### config.mk
export PLATFORM = sky130hd
export DESIGN_NAME = code_serializer
export DESIGN_NICKNAME = d
export VERILOG_FILES = /design/src/rtl/code_ser_pkg.sv /design/src/rtl/code_ser_ctrl.sv /design/src/rtl/code_serializer.sv
export SDC_FILE = /design/constraint.sdc
export NUM_CORES = 1
export LEC_CHECK = 0
export ABC_AREA = 1
export CAP_MARGIN = 5
export CORE_ASPECT_RATIO = 0.9
export CORE_MARGIN = 1
export CORE_UTILIZATION = 35
export CTS_CLUSTER_SIZE = 10
export DETAILED_ROUTE_END_ITERATION = 12
export DONT_BUFFER_PORTS = 1
export GPL_TIMING_DRIVEN = 0
export PLACE_DENSITY = 0.54
export SYNTH_ARGS = -nofsm -noshare
export SYNTH_HDL_FRONTEND = slang
export SYNTH_HIERARCHICAL = 1
export SYNTH_SLANG_ARGS = --single-unit
### constraint.sdc
create_clock -name clk -period 1.9 [get_ports clk]
set_input_delay 0.19 -clock clk [delete_from_list [all_inputs] [get_ports clk]]
set_output_delay 0.19 -clock clk [all_outputs]
set_load 0.1 [all_outputs]
### src/rtl/code_ser_pkg.sv
// Shared definitions for the code serializer: code width, FSM encoding and
// index-width helpers.
package code_ser_pkg;

  localparam int CODE_W = 3;

  localparam logic ST_IDLE  = 1'b0;
  localparam logic ST_SHIFT = 1'b1;

  function automatic int clog2(input int n);
    int r;
    r = 0;
    while ((1 << r) < n) r++;
    return r;
  endfunction

  // An idx counter still needs one bit when a word holds a single code.
  function automatic int idx_width(input int n);
    return (clog2(n) < 1) ? 1 : clog2(n);
  endfunction

endpackage

### src/rtl/code_ser_ctrl.sv
// Serializer control: IDLE/SHIFT state, code index counter, ready and
// last-code generation. state_o exposes the FSM state for observation.
module code_ser_ctrl
  import code_ser_pkg::*;
#(
  parameter int NCODES = 10,
  parameter int IDX_W  = idx_width(NCODES)
) (
  input  logic             clk,
  input  logic             rst,
  input  logic             in_valid_i,
  input  logic             hold_i,
  output logic             in_ready_o,
  output logic             load_o,
  output logic             last_code_o,
  output logic             state_o,
  output logic [IDX_W-1:0] idx_o
);

  logic             state_q, state_d;
  logic [IDX_W-1:0] idx_q, idx_d;
  logic             run_q;
  logic             last;

  assign last = (state_q == ST_SHIFT) && (idx_q == IDX_W'(NCODES - 1));

  // run_q keeps in_ready low until the first clock after reset is released.
  always_ff @(posedge clk) begin
    if (!rst) begin
      state_q <= ST_IDLE;
      idx_q   <= '0;
      run_q   <= 1'b0;
    end else begin
      state_q <= state_d;
      idx_q   <= idx_d;
      run_q   <= 1'b1;
    end
  end

  always_comb begin
    state_d = state_q;
    idx_d   = idx_q;
    case (state_q)
      ST_IDLE: begin
        if (load_o) begin
          state_d = ST_SHIFT;
          idx_d   = '0;
        end
      end
      default: begin
        if (!hold_i) begin
          if (!last) begin
            idx_d = idx_q + IDX_W'(1);
          end else if (load_o) begin
            idx_d = '0;
          end else begin
            state_d = ST_IDLE;
            idx_d   = '0;
          end
        end
      end
    endcase
  end

  // Handshake: a word transfers on a posedge where in_valid_i && in_ready_o;
  // in_ready_o depends only on registered state and hold, never on in_valid_i.
  always_comb begin
    in_ready_o  = run_q && ((state_q == ST_IDLE) || (last && !hold_i));
    load_o      = in_valid_i && in_ready_o;
    last_code_o = last;
    state_o     = state_q;
    idx_o       = idx_q;
  end

endmodule

### src/rtl/code_serializer.sv
// Unpacks a WIDTH-bit word into NCODES 3-bit codes, LSB group first, one per
// cycle. Define CODE_SER_WORDCNT_EN to add the 16-bit words_done counter.
module code_serializer
  import code_ser_pkg::*;
#(
  parameter int WIDTH  = 32,
  parameter int NCODES = WIDTH / CODE_W
) (
  input  logic             clk,
  input  logic             rst,
  input  logic [WIDTH-1:0] data_in,
  input  logic             in_valid,
  output logic             in_ready,
  input  logic             hold,
  output logic [WIDTH-1:0] data_out,
  output logic             code_valid,
`ifdef CODE_SER_WORDCNT_EN
  output logic [15:0]      words_done,
`endif
  output logic             last_code
);

  localparam int IDX_W = idx_width(NCODES);

  logic              load;
  logic              state;
  logic [IDX_W-1:0]  idx;
  logic [WIDTH-1:0]  word_q;
  logic [CODE_W-1:0] codes [NCODES];
  logic [CODE_W-1:0] code;

  code_ser_ctrl #(
    .NCODES(NCODES),
    .IDX_W (IDX_W)
  ) u_ctrl (
    .clk        (clk),
    .rst        (rst),
    .in_valid_i (in_valid),
    .hold_i     (hold),
    .in_ready_o (in_ready),
    .load_o     (load),
    .last_code_o(last_code),
    .state_o    (state),
    .idx_o      (idx)
  );

  always_ff @(posedge clk) begin
    if (!rst) begin
      word_q <= '0;
    end else if (load) begin
      word_q <= data_in;
    end
  end

  for (genvar g = 0; g < NCODES; g++) begin : g_codes
    assign codes[g] = word_q[g*CODE_W +: CODE_W];
  end

  // Word bits above the last whole code never reach the output.
  if (WIDTH > NCODES * CODE_W) begin : g_spare
    logic unused_hi;
    assign unused_hi = ^word_q[WIDTH-1:NCODES*CODE_W];
  end

  assign code       = codes[idx];
  assign code_valid = (state == ST_SHIFT);
  assign data_out   = code_valid ? {{(WIDTH-CODE_W){1'b0}}, code} : '0;

`ifdef CODE_SER_WORDCNT_EN
  logic [15:0] words_done_q;

  always_ff @(posedge clk) begin
    if (!rst) begin
      words_done_q <= '0;
    end else if (last_code && !hold) begin
      words_done_q <= words_done_q + 16'd1;
    end
  end

  assign words_done = words_done_q;
`endif

endmodule

== Word-level counts from Yosys, hierarchy flattened ==
Index checks and enable logic that the tools add are counted.

* Logic and storage cells: 31
* Input port bits: 36
* Bits in registers: 36

* Bitwise gates (word level): 2
* Reductions and logical operators: 8
* Equality and inequality tests: 2
* Add/sub/neg operators: 1
* Mux-type cells: 13
* Magnitude comparators: 1

{| class="wikitable"
|+ Operators by type and width
! operator !! count
|-
| 2-to-1 mux 4 bit || 4
|-
| binary-select mux 3 bit (select 4 bit) || 1
|-
| 2-to-1 mux 3 bit || 3
|-
| greater-or-equal comparator 5 bit, second input constant || 1
|-
| 2-to-1 mux 1 bit || 5
|-
| NOT 4 -> 5 bit || 1
|-
| adder 4 x 1 -> 4 bit, second input constant || 1
|-
| equality test 4 bit, second input constant || 1
|-
| logical AND 1 bit || 4
|-
| != test 2 bit, second input constant || 1
|-
| AND reduction 2 bit || 1
|-
| nonzero test 2 bit || 1
|-
| logical NOT 1 bit || 1
|-
| logical OR 1 bit || 1
|-
| NOT 1 bit || 1
|}

== Logic depth before layout (Yosys ltp) ==
* Depth in word-level cells: 10
* Gate-level depth with buffers: 13
* Gate-level depth less buffers: 11

== Cells and area by module ==
Netlist, hierarchy kept.

{| class="wikitable"
|+ By module, submodules not included
! module !! times used !! cells an instance !! area each (µm²)
|-
| code_serializer || 1 || 233 || 1595.3
|-
| code_ser_ctrl || 1 || 49 || 340.3
|}

== Worst setup path after synthesis ==
No wires, ideal clock.

* Path kind: reg2out
* Start point: reg u_ctrl.state_q (netlist: u_ctrl/state_o)
* End point: out in_ready
* Arrival: 2.707 ns
* Stages on the path, launching flop included: 7
* Buffers on the path: 0
* Required time: 1.710 ns
* Slack: -0.997 ns
* Path through: dfxtp_1 -> nand2_1 -> inv_1 -> nand3_1 -> nand2_1 -> inv_1 -> nor2_1

* Word-level cells in the longest chain between the ends: 4
* Elaborated cells between the ends (all ways): 5

{| class="wikitable"
|+ RTL lines
! what !! line !! text
|-
| start: declaration || code_ser_ctrl.sv:20 || <nowiki>logic state_q, state_d;</nowiki>
|-
| start signal: assignment || code_ser_ctrl.sv:34 || <nowiki>state_q <= state_d;</nowiki>
|-
| logical AND 1 bit || code_ser_ctrl.sv:25 || <nowiki>assign last = (state_q == ST_SHIFT) && (idx_q == IDX_W'(NCODES - 1));</nowiki>
|-
| logical AND 1 bit || code_ser_ctrl.sv:68 || <nowiki>in_ready_o = run_q && ((state_q == ST_IDLE) || (last && !hold_i));</nowiki>
|-
| logical OR 1 bit (*) || code_ser_ctrl.sv:68 ||
|-
| logical AND 1 bit (*) || code_ser_ctrl.sv:68 ||
|-
| end: declaration || code_serializer.sv:13 || <nowiki>output logic in_ready,</nowiki>
|}

Every way passes the cells marked *; elsewhere a longest branch is shown, timed or not.

== Worst setup path in the final report ==
* Start point: reg u_ctrl.idx_q[0] (netlist: u_ctrl/idx_o[0])
* End point: out data_out[0]

* Word-level cells in the longest chain between the ends: 5

{| class="wikitable"
|+ RTL lines
! what !! line !! text
|-
| start: declaration || code_ser_ctrl.sv:21 || <nowiki>logic [IDX_W-1:0] idx_q, idx_d;</nowiki>
|-
| start signal: assignment || code_ser_ctrl.sv:35 || <nowiki>idx_q <= idx_d;</nowiki>
|-
| NOT 4 -> 5 bit (not written as such) || code_serializer.sv:65 || <nowiki>assign code = codes[idx];</nowiki>
|-
| binary-select mux 3 bit (select 4 bit) || code_serializer.sv:65 ||
|-
| 2-to-1 mux 3 bit (not written as such) (2 in a row) || code_serializer.sv:65 ||
|-
| 2-to-1 mux 3 bit || code_serializer.sv:67 || <nowiki>assign data_out = code_valid ? {{(WIDTH-CODE_W){1'b0}}, code} : '0;</nowiki>
|-
| end: declaration || code_serializer.sv:15 || <nowiki>output logic [WIDTH-1:0] data_out,</nowiki>
|}

No other way between the ends. The select of a mux whose other input is x is not followed.

==> run metrics <==
unrepaired setup endpoints after global routing=yes; Final Wtd Congestion=0.794; CTS buffer count=5; vias per std cell=4.39; I/O pin cnt=71; WL per Instance=11.7 um; routed vias=1731; Slew Viols, Final=0; final setup violation count=4; I/O Buffers=0; met2 usage=0.248; clock tree from TritonCTS=built; CTS max path bufs=2; FP Rows=25; Synth Cell Area=1940 um2; worst-path maximum fanout=5; met1 Use GR=0.213; die height=72.6 um; failing checks=negative setup slack; minimum clock period=2.03 ns; final std cells w/o fill=394; dpl cells=377; fin crit share=1.07; drt drc=0; Clock Pin Slew Worst Setup and Hold Paths=0.07 ns; Max-cap violations=0; Worst EP arrival=1.84 ns; share of cells above drive strength 1=0.315; worst vdd ir=0.387 mV; CP endpoint kind=output port; P per Cell Area=769 nW/um2; Avg Inst Size Synth=6.86 um2; CTS H-tree lvls=2; post-synthesis sequential area ratio=0.372; hpwl dp=3.18 mm; router iterations before antenna repair=4; initial DRC count=67; clk_lat worst skew=0.29 ns; met3 layer usage reported by global route=0.0465; Unique masters post-synth=25; number of nets in the layout=364; Diodes inserted=0; die footprint=5830 um2; status=finished with violations; synthesis warning total=6; FF+latch count, synth=36; Reg2Reg Setup Slack=0.13 ns; initial antenna violation count=0; worst path required time=1.71 ns; pre-CTS WS=-0.253 ns; most crowded layer after global routing=met2; Worst Setup Slack, final=-0.131 ns; Routed Wire Length=4.59 mm; GRT Total Usage=0.160; Core ar.=5290 um2; most common cell after layout, fill and taps aside=buf_4; Initial Util=0.366; commonest cells after routing, fill and taps aside=37 x buf_4, 32 x inv_1, 32 x nand2_1, 32 x dfxtp_1, 29 x conb_1; Worst Tran Pin Value=0.727 ns; vias in the first global route=1557; clock skew=0.0125 ns; clk sinks=36; largest net degree at the start of global routing=12; Static Leak=0.00118 uW; Die X=80.4 um; global-route wire length before repair=7.09 mm; Post-DRT Antenna Nets=0; Slew HR=0.514; f_max=0.492 GHz; Root Driver=clkbuf_8; FILL cells=570; crit path kind=flop to output port; GRT overflow=0; CP Launch Type=flop; post-synthesis cell count=282; Area Overhead vs Synth=33.5%; worst hold-check path type=input port to flop; final-report hold violation count=0
final timing paths:
path,cells past startpoint,from,to
worst max-delay path,8,u_ctrl/idx_o[0]$_SDFFE_PN0P_,data_out[0]
worst min-delay path,2,rst,u_ctrl/idx_o[0]$_SDFFE_PN0P_
worst max register to register,12,u_ctrl/idx_o[0]$_SDFFE_PN0P_,word_q[27]$_SDFFE_PN0P_
worst min register to register,2,word_q[9]$_SDFFE_PN0P_,word_q[9]$_SDFFE_PN0P_
per-stage QoR:
stage	hold slack, ns	area, um2	utilization	TNS [ns]	total power [uW]
6_report	0.0318	2580	0.489	-0.423	1990
5_1_grt	0.0382	2580	0.489	-0.728	2080
4_1_cts	0.0193	2390	0.453	-0.505	1950
3_5_place_dp	0.218	2170	0.411	-5.08	1370
3_3_place_gp	0.218	2170	0.411	-4.54	1360
2_1_floorplan	0.218	2090	-	0	1320
state kept, by name (all words and copies together), names as in the netlist:
signal and count:
u_ctrl/state_o 1, u_ctrl/run_q 1, u_ctrl/idx_o 4, word_q 30
critical path, stage by stage, from the launching register on:
cell     delay [ns]
dfxtp_4        0.35
buf_8          0.13
inv_8          0.04
buf_12         0.13
nand2_2        0.06
nand3_2        0.06
nand3_2        0.08
nand3_2        0.09
a21oi_4        0.60
area by class of cell:
type                    instances  area, um2  share of cell area
multi-input cells             194       1070               0.414
flip-flops and latches         36        731               0.283
plain buffers                  42        343               0.133
inverters                      38        155              0.0600
repair buffers                  9        109              0.0421
well taps                      67       83.8              0.0324
clock buffers                   6       82.6              0.0319
clock inverters                 2       10.0             0.00387
report_power, final:
| part | total, uW | internal, uW | switching (uW) |
|---|---|---|---|
| registers | 830 | 801 | 28.4 |
| logic | 593 | 155 | 438 |
| clock network | 565 | 289 | 276 |
| total | 1990 | 1250 | 742 |
per-layer routing:
layer | wire length [um] | up-vias
li1 | - | 921
met1 | 2170 | 760
met2 | 2090 | 46
met3 | 302 | 4
met4 | 38 | 0
met5 | 0 | -
kinds of logic after synthesis:
group	Yosys count	share of synthesized area
adder cells (fa/ha/maj)	2	0.0129
buffers and inverters	80	0.227
other	1	0.00194
AND/OR/NAND/NOR	102	0.225
AO/OA/AOI/OAI	60	0.156
XOR/XNOR	1	0.00453
flip-flops	36	0.372
what timing repair did:
item / 4_1_cts / 5_1_grt
hold endpoints to repair: 2 / 0
hold buffers: 1 / 0
gates resized for setup: 24 / 42
buffers inserted: 5 / 0
endpoints found under the setup margin: 34 / 33
pin swaps: 9 / 12
cloned: 0 / 3
Yosys cell counts:
cell	instances	share of area
nor2_1	27	0.052
buf_6	2	0.012
dfxtp_1	36	0.37
clkinv_1	1	0.0019
nor3_1	2	0.0052
nand3b_1	1	0.0039
inv_1	33	0.064
nand4_1	1	0.0032
ha_1	2	0.013
conb_1	1	0.0019
nand3_1	23	0.059
nor2_2	1	0.0032
clkbuf_1	5	0.0097
buf_2	4	0.010
o21ai_0	11	0.028
nand2_2	2	0.0065
a21oi_1	27	0.070
xor2_1	1	0.0045
nand2_1	44	0.085
buf_4	31	0.12
inv_2	3	0.0058
o21ai_1	21	0.054
inv_4	1	0.0032
nor2_4	1	0.0058
a21boi_0	1	0.0039
Power figures use the tool's default switching activity.
